===== config.mk =====
export PLATFORM = sky130hd
export DESIGN_NAME = mcs_trace_capture
export DESIGN_NICKNAME = d
export VERILOG_FILES = /design/src/rtl/mcs_trace_pkg.sv /design/src/rtl/mcs_trace_capture_fifo.sv /design/src/rtl/mcs_trace_capture.sv
export SDC_FILE = /design/constraint.sdc
export NUM_CORES = 1
export LEC_CHECK = 0
export BUFFER_PORTS_ARGS = -buffer_cell sky130_fd_sc_hd__buf_4
export CAP_MARGIN = 20
export CORE_UTILIZATION = 35
export CTS_CLUSTER_DIAMETER = 50
export CTS_CLUSTER_SIZE = 24
export DETAILED_ROUTE_END_ITERATION = 10
export HOLD_SLACK_MARGIN = 0.1
export PLACE_DENSITY_LB_ADDON = 0.25
export SLEW_MARGIN = 20
export SYNTH_ARGS = -nofsm -noshare
export SYNTH_HDL_FRONTEND = slang
export SYNTH_SLANG_ARGS = --single-unit

===== constraint.sdc =====
create_clock -name clk -period 17.3 [get_ports clk]
set_input_delay 0 -clock clk [delete_from_list [all_inputs] [get_ports clk]]
set_output_delay 0 -clock clk [all_outputs]
set_load 0.05 [all_outputs]

===== src/rtl/mcs_trace_pkg.sv =====
// mcs_trace_pkg
//   Shared encodings and record layout for the MicroBlaze MCS trace capture
//   block: record kinds, FSM state codes, the S1 trace sample layout and the
//   packed capture record (kind, pc, addr, data = 98 bits).
package mcs_trace_pkg;

    // Record kinds
    localparam logic [1:0] KIND_INSTR = 2'd0;
    localparam logic [1:0] KIND_REG   = 2'd1;
    localparam logic [1:0] KIND_DATA  = 2'd2;

    // Capture FSM states
    localparam logic [1:0] ST_IDLE      = 2'd0;
    localparam logic [1:0] ST_ARMED     = 2'd1;
    localparam logic [1:0] ST_CAPTURING = 2'd2;
    localparam logic [1:0] ST_STOPPED   = 2'd3;

    // Width of one stored record
    localparam int REC_W = 98;

    typedef struct packed {
        logic [1:0]  kind;
        logic [31:0] pc;
        logic [31:0] addr;
        logic [31:0] data;
    } trace_rec_t;

    // One registered sample of the MCS trace bus
    typedef struct packed {
        logic        valid;
        logic [31:0] pc;
        logic [31:0] instruction;
        logic        reg_write;
        logic [4:0]  reg_addr;
        logic [31:0] new_reg_val;
        logic        data_write;
        logic [31:0] data_addr;
        logic [31:0] data_write_val;
        logic        halted;
    } trace_s1_t;

    // Data write outranks register write, which outranks a plain instruction.
    function automatic trace_rec_t form_record(trace_s1_t s);
        trace_rec_t r;
        r.pc = s.pc;
        if (s.data_write) begin
            r.kind = KIND_DATA;
            r.addr = s.data_addr;
            r.data = s.data_write_val;
        end else if (s.reg_write) begin
            r.kind = KIND_REG;
            r.addr = {27'b0, s.reg_addr};
            r.data = s.new_reg_val;
        end else begin
            r.kind = KIND_INSTR;
            r.addr = '0;
            r.data = s.instruction;
        end
        return r;
    endfunction

endpackage


===== src/rtl/mcs_trace_capture_fifo.sv =====
// trace_fifo
//   Synchronous FIFO with first-word-fall-through head.
//   Parameters: WIDTH (entry width), DEPTH (entries, power of two).
//   Ports:
//     clk, reset       clock, asynchronous active-high reset (empties FIFO)
//     push, push_data  write request; accepted when not full, or when full
//                      and a pop happens in the same cycle
//     pop              read request; ignored when empty
//     full, empty      status
//     head_data        current head entry, forced to zero while empty
module trace_fifo #(
    parameter int WIDTH = 8,
    parameter int DEPTH = 16
) (
    input  logic             clk,
    input  logic             reset,
    input  logic             push,
    input  logic [WIDTH-1:0] push_data,
    input  logic             pop,
    output logic             full,
    output logic             empty,
    output logic [WIDTH-1:0] head_data
);

    localparam int AW = $clog2(DEPTH);

    logic [WIDTH-1:0] mem [DEPTH];
    logic [AW-1:0]    wr_ptr;
    logic [AW-1:0]    rd_ptr;
    logic [AW:0]      count;
    logic             do_push;
    logic             do_pop;

    assign empty = (count == '0);
    assign full  = (count == (AW+1)'(DEPTH));

    assign do_pop  = pop & ~empty;
    // When full, a same-cycle pop frees the slot the write lands in
    // (wr_ptr == rd_ptr); the head is read before the edge, so it is safe.
    assign do_push = push & (~full | do_pop);

    always_ff @(posedge clk or posedge reset) begin
        if (reset) begin
            wr_ptr <= '0;
            rd_ptr <= '0;
            count  <= '0;
        end else begin
            if (do_push) wr_ptr <= wr_ptr + 1'b1;
            if (do_pop)  rd_ptr <= rd_ptr + 1'b1;
            case ({do_push, do_pop})
                2'b10:   count <= count + 1'b1;
                2'b01:   count <= count - 1'b1;
                default: count <= count;
            endcase
        end
    end

    // Storage needs no reset: the head is masked while empty.
    always_ff @(posedge clk) begin
        if (do_push) mem[wr_ptr] <= push_data;
    end

    assign head_data = empty ? '0 : mem[rd_ptr];

endmodule


===== src/rtl/mcs_trace_capture.sv =====
// mcs_trace_capture
//   Captures MicroBlaze MCS trace activity into an on-chip FIFO once armed
//   and triggered, for a downstream debug drain over valid/ready.
//   Parameter: DEPTH  FIFO entries (power of two, 4..256).
//   Ports:
//     clk, reset                  clock, asynchronous active-high reset
//     arm, stop                   single-cycle control pulses (stop wins)
//     trig_en, trig_pc            PC-match trigger enable and value
//     tr_*                        MCS trace bus, registered once (S1)
//     out_valid/out_ready         FIFO head handshake
//     out_kind/out_pc/out_addr/out_data   head record fields
//     state                       0 IDLE, 1 ARMED, 2 CAPTURING, 3 STOPPED
//     dropped                     saturating count of records lost to full
module mcs_trace_capture
    import mcs_trace_pkg::*;
#(
    parameter int DEPTH = 16
) (
    input  logic        clk,
    input  logic        reset,
    input  logic        arm,
    input  logic        stop,
    input  logic        trig_en,
    input  logic [31:0] trig_pc,
    input  logic        tr_valid_instruction,
    input  logic [31:0] tr_pc,
    input  logic [31:0] tr_instruction,
    input  logic        tr_reg_write,
    input  logic [4:0]  tr_reg_addr,
    input  logic [31:0] tr_new_reg_val,
    input  logic        tr_data_write,
    input  logic [31:0] tr_data_addr,
    input  logic [31:0] tr_data_write_val,
    input  logic        tr_halted,
    output logic        out_valid,
    input  logic        out_ready,
    output logic [1:0]  out_kind,
    output logic [31:0] out_pc,
    output logic [31:0] out_addr,
    output logic [31:0] out_data,
    output logic [1:0]  state,
    output logic [15:0] dropped
);

    trace_s1_t  s1_d;
    trace_s1_t  s1;
    trace_rec_t rec;
    trace_rec_t head_rec;
    logic [1:0] state_q;
    logic [1:0] state_d;
    logic [15:0] dropped_q;
    logic       trig_fire;
    logic       arm_go;
    logic       capture;
    logic       fifo_full;
    logic       fifo_empty;
    logic       pop;
    logic       drop;

    // ---------------- S1: register the whole trace bus ----------------
    always_comb begin
        s1_d                = '0;
        s1_d.valid          = tr_valid_instruction;
        s1_d.pc             = tr_pc;
        s1_d.instruction    = tr_instruction;
        s1_d.reg_write      = tr_reg_write;
        s1_d.reg_addr       = tr_reg_addr;
        s1_d.new_reg_val    = tr_new_reg_val;
        s1_d.data_write     = tr_data_write;
        s1_d.data_addr      = tr_data_addr;
        s1_d.data_write_val = tr_data_write_val;
        s1_d.halted         = tr_halted;
    end

    always_ff @(posedge clk or posedge reset) begin
        if (reset) s1 <= '0;
        else       s1 <= s1_d;
    end

    assign rec = form_record(s1);

    // ---------------- control FSM ----------------
    // Trigger is judged on the S1 sample; a stop in the same cycle cancels it.
    assign trig_fire = (state_q == ST_ARMED) & ~stop &
                       (~trig_en | (s1.valid & (s1.pc == trig_pc)));

    // Arm only takes effect from IDLE or STOPPED and loses to stop.
    assign arm_go = arm & ~stop & ((state_q == ST_IDLE) | (state_q == ST_STOPPED));

    always_comb begin
        state_d = state_q;
        case (state_q)
            ST_IDLE:      if (arm_go) state_d = ST_ARMED;
            ST_ARMED: begin
                if (stop)           state_d = ST_STOPPED;
                else if (trig_fire) state_d = ST_CAPTURING;
            end
            ST_CAPTURING: if (stop | s1.halted) state_d = ST_STOPPED;
            ST_STOPPED:   if (arm_go) state_d = ST_ARMED;
            default:      state_d = ST_IDLE;
        endcase
    end

    always_ff @(posedge clk or posedge reset) begin
        if (reset) state_q <= ST_IDLE;
        else       state_q <= state_d;
    end

    // The triggering instruction and the stopping/halting one are both kept.
    assign capture = s1.valid & ((state_q == ST_CAPTURING) | trig_fire);

    // ---------------- FIFO and drain ----------------
    assign pop  = out_valid & out_ready;
    assign drop = capture & fifo_full & ~pop;

    trace_fifo #(
        .WIDTH (REC_W),
        .DEPTH (DEPTH)
    ) u_fifo (
        .clk       (clk),
        .reset     (reset),
        .push      (capture),
        .push_data (rec),
        .pop       (pop),
        .full      (fifo_full),
        .empty     (fifo_empty),
        .head_data (head_rec)
    );

    // ---------------- dropped counter ----------------
    always_ff @(posedge clk or posedge reset) begin
        if (reset)
            dropped_q <= '0;
        else if (arm_go)
            dropped_q <= '0;
        else if (drop && dropped_q != 16'hFFFF)
            dropped_q <= dropped_q + 16'd1;
    end

    assign out_valid = ~fifo_empty;
    assign out_kind  = head_rec.kind;
    assign out_pc    = head_rec.pc;
    assign out_addr  = head_rec.addr;
    assign out_data  = head_rec.data;
    assign state     = state_q;
    assign dropped   = dropped_q;

endmodule


==> results.yml, run 1 <==
timing:
  fin_worst_skew_ns: 0.0504
  clock.fmax_ghz: 0.149
  drv_slew: 0
  layout_min_cycle_time_ns: 6.72
  hold_viol_final: 0
  relSlewSlack_pct: 29.8
  tns_ns: 0
  grt_setup_unrepaired: "no"
  setup_viol: 0
  fin_crit_sh_pct: 38.9
  max_slew.worst_pin.slew_ns: 1.05
  layout_setup_ws_ns: 10.58
worst_setup_path:
  path_class: "reg2reg"
  rr_startpoint: "rec[93]$_DFF_PP0_"
  worstReg2RegEnd: "u_fifo.mem[11][62]$_DFFE_PP_"
  cp-endpoint: "u_fifo.mem[11][62]$_DFFE_PP_"
  r2r_cells: 11
  r2r_slack_ns: 10.58
  cp_max_fo: 55
  cp-end-kind: "flip-flop"
  required_ns: 17.71
  arrival_ns: 7.14
  critPathLaunchType: "flip-flop"
  cp-startpoint: "rec[93]$_DFF_PP0_"
power:
  p_leak_nw: 27.1
  cellPowerDensity_nw_per_um2: 156
  peakVddDrop_mv: 0.105
clock_network:
  hold_buffers: 353
  htreeDepth: 4
  cts_tree: "done"
  cts_sinks: 1768
  root_buffer: "clkbuf_16"
  worstSkewPairLatency_ns: 0.84
  path_clk_slew_ns: 0.07
  cts_buffers: 158
  clock_path_buffers: 3
  ctsResizeCount: 0
  postCtsSetupBuffers: 0
detailed_routing:
  drt-total-wl_um: 161000
  via_per_inst: 5.01
  vias: 31500
  drc: 0
  drt-initial-drc-count: 2548
  route.detailed.wl_per_inst_um: 25.6
  drtPass1Iterations: 5
  ant_nets: 0
synthesis:
  ys_warn_count: 0
  synth_edf_count: 1568
  yosys.area_share.adder_pct: 0.255
  synthXorXnorAreaFrac_pct: 0.526
  syn-num-nets: 3073
  synth_cell_types: 49
  ys_ff_latch: 1768
  synth.cell_area_um2: 66700
  async_flop_share_pct: 11.3
  yosys.area_share.simple_pct: 2.24
  muxShareOfSynthArea_pct: 17.1
  syn_inst: 2853
  synth_ff_type: "edfxtp_1"
  seq_area_frac_synth_pct: 78.1
  synth_top_family_by_area: "multiplexers"
  synth.avg_cell_area_um2: 23.4
  synth_compound_gate_area_share_pct: 0.801
status:
  status: "complete, no violations"
place:
  gp_congestion: 0.718
  place_hpwl_um: 87700
  dp.cells: 5625
  pre_cts_ws_ns: 11.82
  port_buffers: 323
floorplanning:
  die_w_um: 438
  io_pins: 324
  die_h_um: 438
  num_rows: 159
  coreArea_um2: 188000
  dieArea_um2: 192000
  initial_utilization_pct: 35.4
final_layout:
  final_cell_mix: "edfxtp_1, mux4_2, buf_4, dlygate4sd3_1, dfrtp_1"
  layoutNonFillerInstCount: 6276
  post_route_cells_drive_above_1_share_pct: 32.5
  final_nets: 3863
  mostFrequentLayoutCell: "edfxtp_1"
  areaGrowthSynthToFinish_pct: 22.6
grt:
  first_global_vias: 33300
  grt_overflow: 0
  grt_max_degree: 99
  antenna_found_initial: 5
  grt_use_total_pct: 16.8
  grt_pass1_wl_um: 234000
min_path:
  holdCritPathClass: "in2reg"
job:
  drv_cap: 0
[critical path: stages (launching register included)]
cell and delay (ns):
dfrtp_1 0.82, xnor2_1 0.19, nand4_1 0.11, dlygate4sd3_1 0.59
nor3_1 0.27, dlygate4sd3_1 0.67, nand4_4 0.23, dlygate4sd3_1 0.87
a21oi_2 0.35, nor3b_1 0.45, and2_4 0.80, buf_4 0.89
[per-stage QoR]
step	area [um^2]	total power, mW	util, %	hold slack [ns]
final	81700	12.7	43.4	0.177
after CTS	81700	13.0	43.4	0.101
after global placement	72500	9.14	38.5	0.110
after floorplan	66700	7.84	-	0.0314
after global routing	81700	13.2	43.4	0.194
after detailed placement	72500	9.14	38.5	0.110
[cells in the mapped netlist, drive strengths merged, types with 2 or more instances]
cell,count,share of area (%)
nor2,15,0.084
clkbuf,97,0.55
and2,132,1.2
xnor2,36,0.47
mux2,4,0.068
nand2,56,0.32
nand3,11,0.083
a21bo,2,0.030
a22o,4,0.053
nand4,11,0.13
and3,4,0.038
mux4,490,17
buf,44,0.25
mux2i,35,0.53
inv,17,0.096
o21ai,39,0.30
a211oi,3,0.034
a31o,2,0.026
ha,12,0.23
nor2b,8,0.075
edfxtp,1568,71
nand3b,3,0.034
a2111o,3,0.051
a21oi,12,0.096
nor3,11,0.083
nand2b,4,0.038
a21o,5,0.056
nor4,7,0.088
xor2,4,0.053
dfrtp,200,7.5
[cells by family after synthesis]
group,count (synthesis)
flops,1768
mux,529
compound gates,80
buf+inv,158
fa+ha+maj,13
simple gates,265
xor+xnor,40
[report_power, final]
group / switching (mW) / internal, mW
logic: 2.30 / 1.74
clock network: 1.80 / 1.93
registers: 0.177 / 4.79
total: 4.27 / 8.45
[worst min path at each step]
stage                        from                      end  cells past startpoint
3_5_place_dp   tr_instruction[23]        s1[127]$_DFF_PP0_                      1
5_1_grt               trig_pc[15]  dropped[13]$_DFFE_PP0P_                      8
6_report              trig_pc[15]  dropped[13]$_DFFE_PP0P_                      8
4_1_cts               trig_pc[15]   dropped[6]$_DFFE_PP0P_                      8
3_3_place_gp    tr_new_reg_val[9]         s1[75]$_DFF_PP0_                      1
2_1_floorplan            tr_pc[0]        rec[64]$_DFF_PP0_                      0
[layer usage]
layer,vias up,routed length [um],part of all wire [%],track usage [%]
li1,13500,-,-,-
met1,17100,68400,43,22.4
met5,-,0,0,0
met2,689,82300,51,28.5
met3,191,6720,4.2,2.76
met4,0,3340,2.1,4.46
[sequential cells by signal (all words and copies together), names as in the netlist]
name / cells
u_fifo.mem: 1568
dropped: 16
u_fifo.rd_ptr: 4
u_fifo.wr_ptr: 4
state: 2
rec: 32
s1: 137
u_fifo.count: 5
[layout make-up]
cell class / instances / area, um^2
fillers: 16000 / 107000
inverters: 17 / 71.3
clock buffers: 168 / 4040
flip-flops and latches: 1768 / 52100
diodes: 2 / 5.00
clock inverters: 128 / 1600
well taps: 2495 / 3120
multi-input cells: 927 / 14100
repair buffers: 771 / 6700
Power figures use the tool's default switching activity.
==> inputs of run 2 (changes only) <==
clock period = 6.6 ns   (was 17.3 ns; I/O delays follow)
==> results.yml, run 2 (synthesis gave the netlist of run 1 again) <==
status:
  status: "complete, no violations"
worst_setup_path:
  cp-end-kind: "flip-flop"
  cp.buffers_inverters: 4
  path_class: "reg2reg"
  path_cells: "xnor2_1 -> nand4_1 -> dlygate4sd3_1 -> nor3_1 -> dlygate4sd3_1 -> nand4_4 -> dlygate4sd3_1 -> a21oi_2 -> nor3b_1 -> and2_4 -> buf_4"
  crit_path_frequent_cell: "dlygate4sd3_1"
  required_ns: 7.05
  cpMaxStageDelayCell: "dlygate4sd3_1"
  critPathLaunchType: "flip-flop"
  arrival_ns: 6.58
  cp_max_fo: 39
  max_stage_delay_ns: 0.87
  path_delay_family: "buffers and inverters"
detailed_routing:
  ant_nets: 0
  route.detailed.wl_per_inst_um: 26.0
  drtPass1Iterations: 5
  via_per_inst: 5.05
  drc: 0
  drt-initial-drc-count: 2780
  vias: 31700
  drt-total-wl_um: 163000
floorplanning:
  die_h_um: 438
  initial_utilization_pct: 35.4
  dieArea_um2: 192000
  coreArea_um2: 188000
  num_rows: 159
  die_w_um: 438
  io_pins: 324
grt:
  first_global_vias: 33500
  grt_overflow: 0
  grt_max_degree: 105
  grt_use_total_pct: 17.0
  antenna_found_initial: 4
  grt_pass1_wl_um: 236000
power:
  p_switching_mw: 11.4
  switching_share_pct: 33.6
  peakVddDrop_mv: 0.293
  seqPwrFrac_pct: 38.1
  cellPowerDensity_nw_per_um2: 413
  total_power_mw: 34.0
  clockPowerShare_pct: 30.1
  internal-power_mw: 22.6
  pwr-share-comb_pct: 31.8
  p_leak_nw: 27.3
final_layout:
  mostFrequentLayoutCell: "edfxtp_1"
  final_cell_mix: "edfxtp_1, mux4_2, buf_4, dlygate4sd3_1, dfrtp_1"
  top_register: "u_fifo.mem"
  final_nets: 3859
  largest_reg_flops: 1568
  post_route_cells_drive_above_1_share_pct: 32.6
  areaGrowthSynthToFinish_pct: 23.5
timing:
  fin_crit_sh_pct: 92.9
  grt_setup_unrepaired: "no"
  drv_slew: 0
  layout_min_cycle_time_ns: 6.13
  fin_worst_skew_ns: 0.0477
  relSlewSlack_pct: 28.4
  layout_setup_ws_ns: 0.468
  setup_viol: 0
  clock.fmax_ghz: 0.163
  hold_viol_final: 0
  max_slew.worst_pin.slew_ns: 1.06
clock_network:
  clock_path_buffers: 3
  root_buffer: "clkbuf_16"
  cts_tree: "done"
  worstSkewPairLatency_ns: 0.83
  htreeDepth: 4
  postCtsSetupBuffers: 0
  cts_sinks: 1768
  path_clk_slew_ns: 0.07
  cts_buffers: 162
place:
  port_buffers: 323
  gp_congestion: 0.732
  pre_cts_ws_ns: 1.50
  place_hpwl_um: 87800
job:
  drv_cap: 0
min_path:
  holdCritPathClass: "in2reg"
-- run 2: changes by cell type in the layout (fill, tap and decap cells not counted), sizes merged --
| cell | previous run | this run |
|---|---|---|
| clkinv | 55 | 42 |
| inv | 69 | 81 |
| buf | 418 | 411 |
| bufinv | 7 | 14 |
| diode | 2 | 5 |
| clkbuf | 168 | 169 |
| clkinvlp | 14 | 15 |
| dlygate4sd3 | 353 | 352 |
-- run 2: timing repair --
action                     4_1_cts  5_1_grt
gates resized for setup          0        0
hold buffers                   352        0
hold endpoints to repair       400        0
setup endpoints to repair        0        0
-- run 2: worst paths after layout --
check                           slack, ns                          end                         from  cells after the start
worst max-delay path                 0.47  u_fifo.mem[8][81]$_DFFE_PP_            rec[69]$_DFF_PP0_                     11
max in group asynchronous            4.88             s1[65]$_DFF_PP0_                        reset                      5
worst min-delay path                 0.20       dropped[6]$_DFFE_PP0P_                  trig_pc[21]                      8
min in group asynchronous            0.42             s1[15]$_DFF_PP0_                        reset                      4
worst min register to register       0.52  u_fifo.count[4]$_DFFE_PP0P_  u_fifo.count[4]$_DFFE_PP0P_                      1
worst max register to register       0.47  u_fifo.mem[8][81]$_DFFE_PP_            rec[69]$_DFF_PP0_                     11
-- run 2: layout make-up --
class / instances / area [um^2]
Antenna cell: 5 / 12.5
Clock buffer: 169 / 4120
Clock inverter: 135 / 1800
Fill cell: 16000 / 106000
Inverter: 17 / 71.3
Multi-Input combinational cell: 927 / 14100
Sequential cell: 1768 / 52100
Tap cell: 2495 / 3120
Timing Repair Buffer: 763 / 6950
-- run 2: metrics by stage --
step | TNS [ns] | instance area (um^2) | cells | hold slack (ns) | util (%)
after CTS | 0 | 82300 | 6273 | 0.114 | 43.7
after floorplan | -2621.04 | 66700 | 2853 | 0.0314 | -
after global placement | 0 | 72800 | 5617 | 0.110 | 38.6
after global routing | 0 | 82300 | 6276 | 0.220 | 43.7
after detailed placement | 0 | 72800 | 5617 | 0.110 | 38.6
final | 0 | 82300 | 6279 | 0.201 | 43.7
-- run 2: power groups by stage --
stage	clock [mW]	combinational, mW	sequential [mW]
floorplan	0	7.59	13.0
global placement	0	10.9	13.3
detailed placement	0	10.9	13.3
CTS	10.5	11.0	13.0
global route	10.9	11.5	13.0
finish	10.2	10.8	13.0
-- run 2: metal layers --
metal  vias up  GRT usage, %  share of wire (%)
li1      13500             -                  -
met5         -             0                  0
met2       694          28.6                 51
met3       206          2.61                4.0
met1     17300          22.8                 43
met4         0          5.06                2.5
-- run 2: worst register-to-register path, stage by stage, from the launching register on --
cell           delay, ns
dfrtp_1             0.56
xnor2_1             0.40
nand4_1             0.13
dlygate4sd3_1       0.58
nor3_1              0.25
dlygate4sd3_1       0.65
nand4_4             0.25
dlygate4sd3_1       0.88
a21oi_2             0.38
nor3b_1             0.45
and2_4              0.71
buf_4               0.52
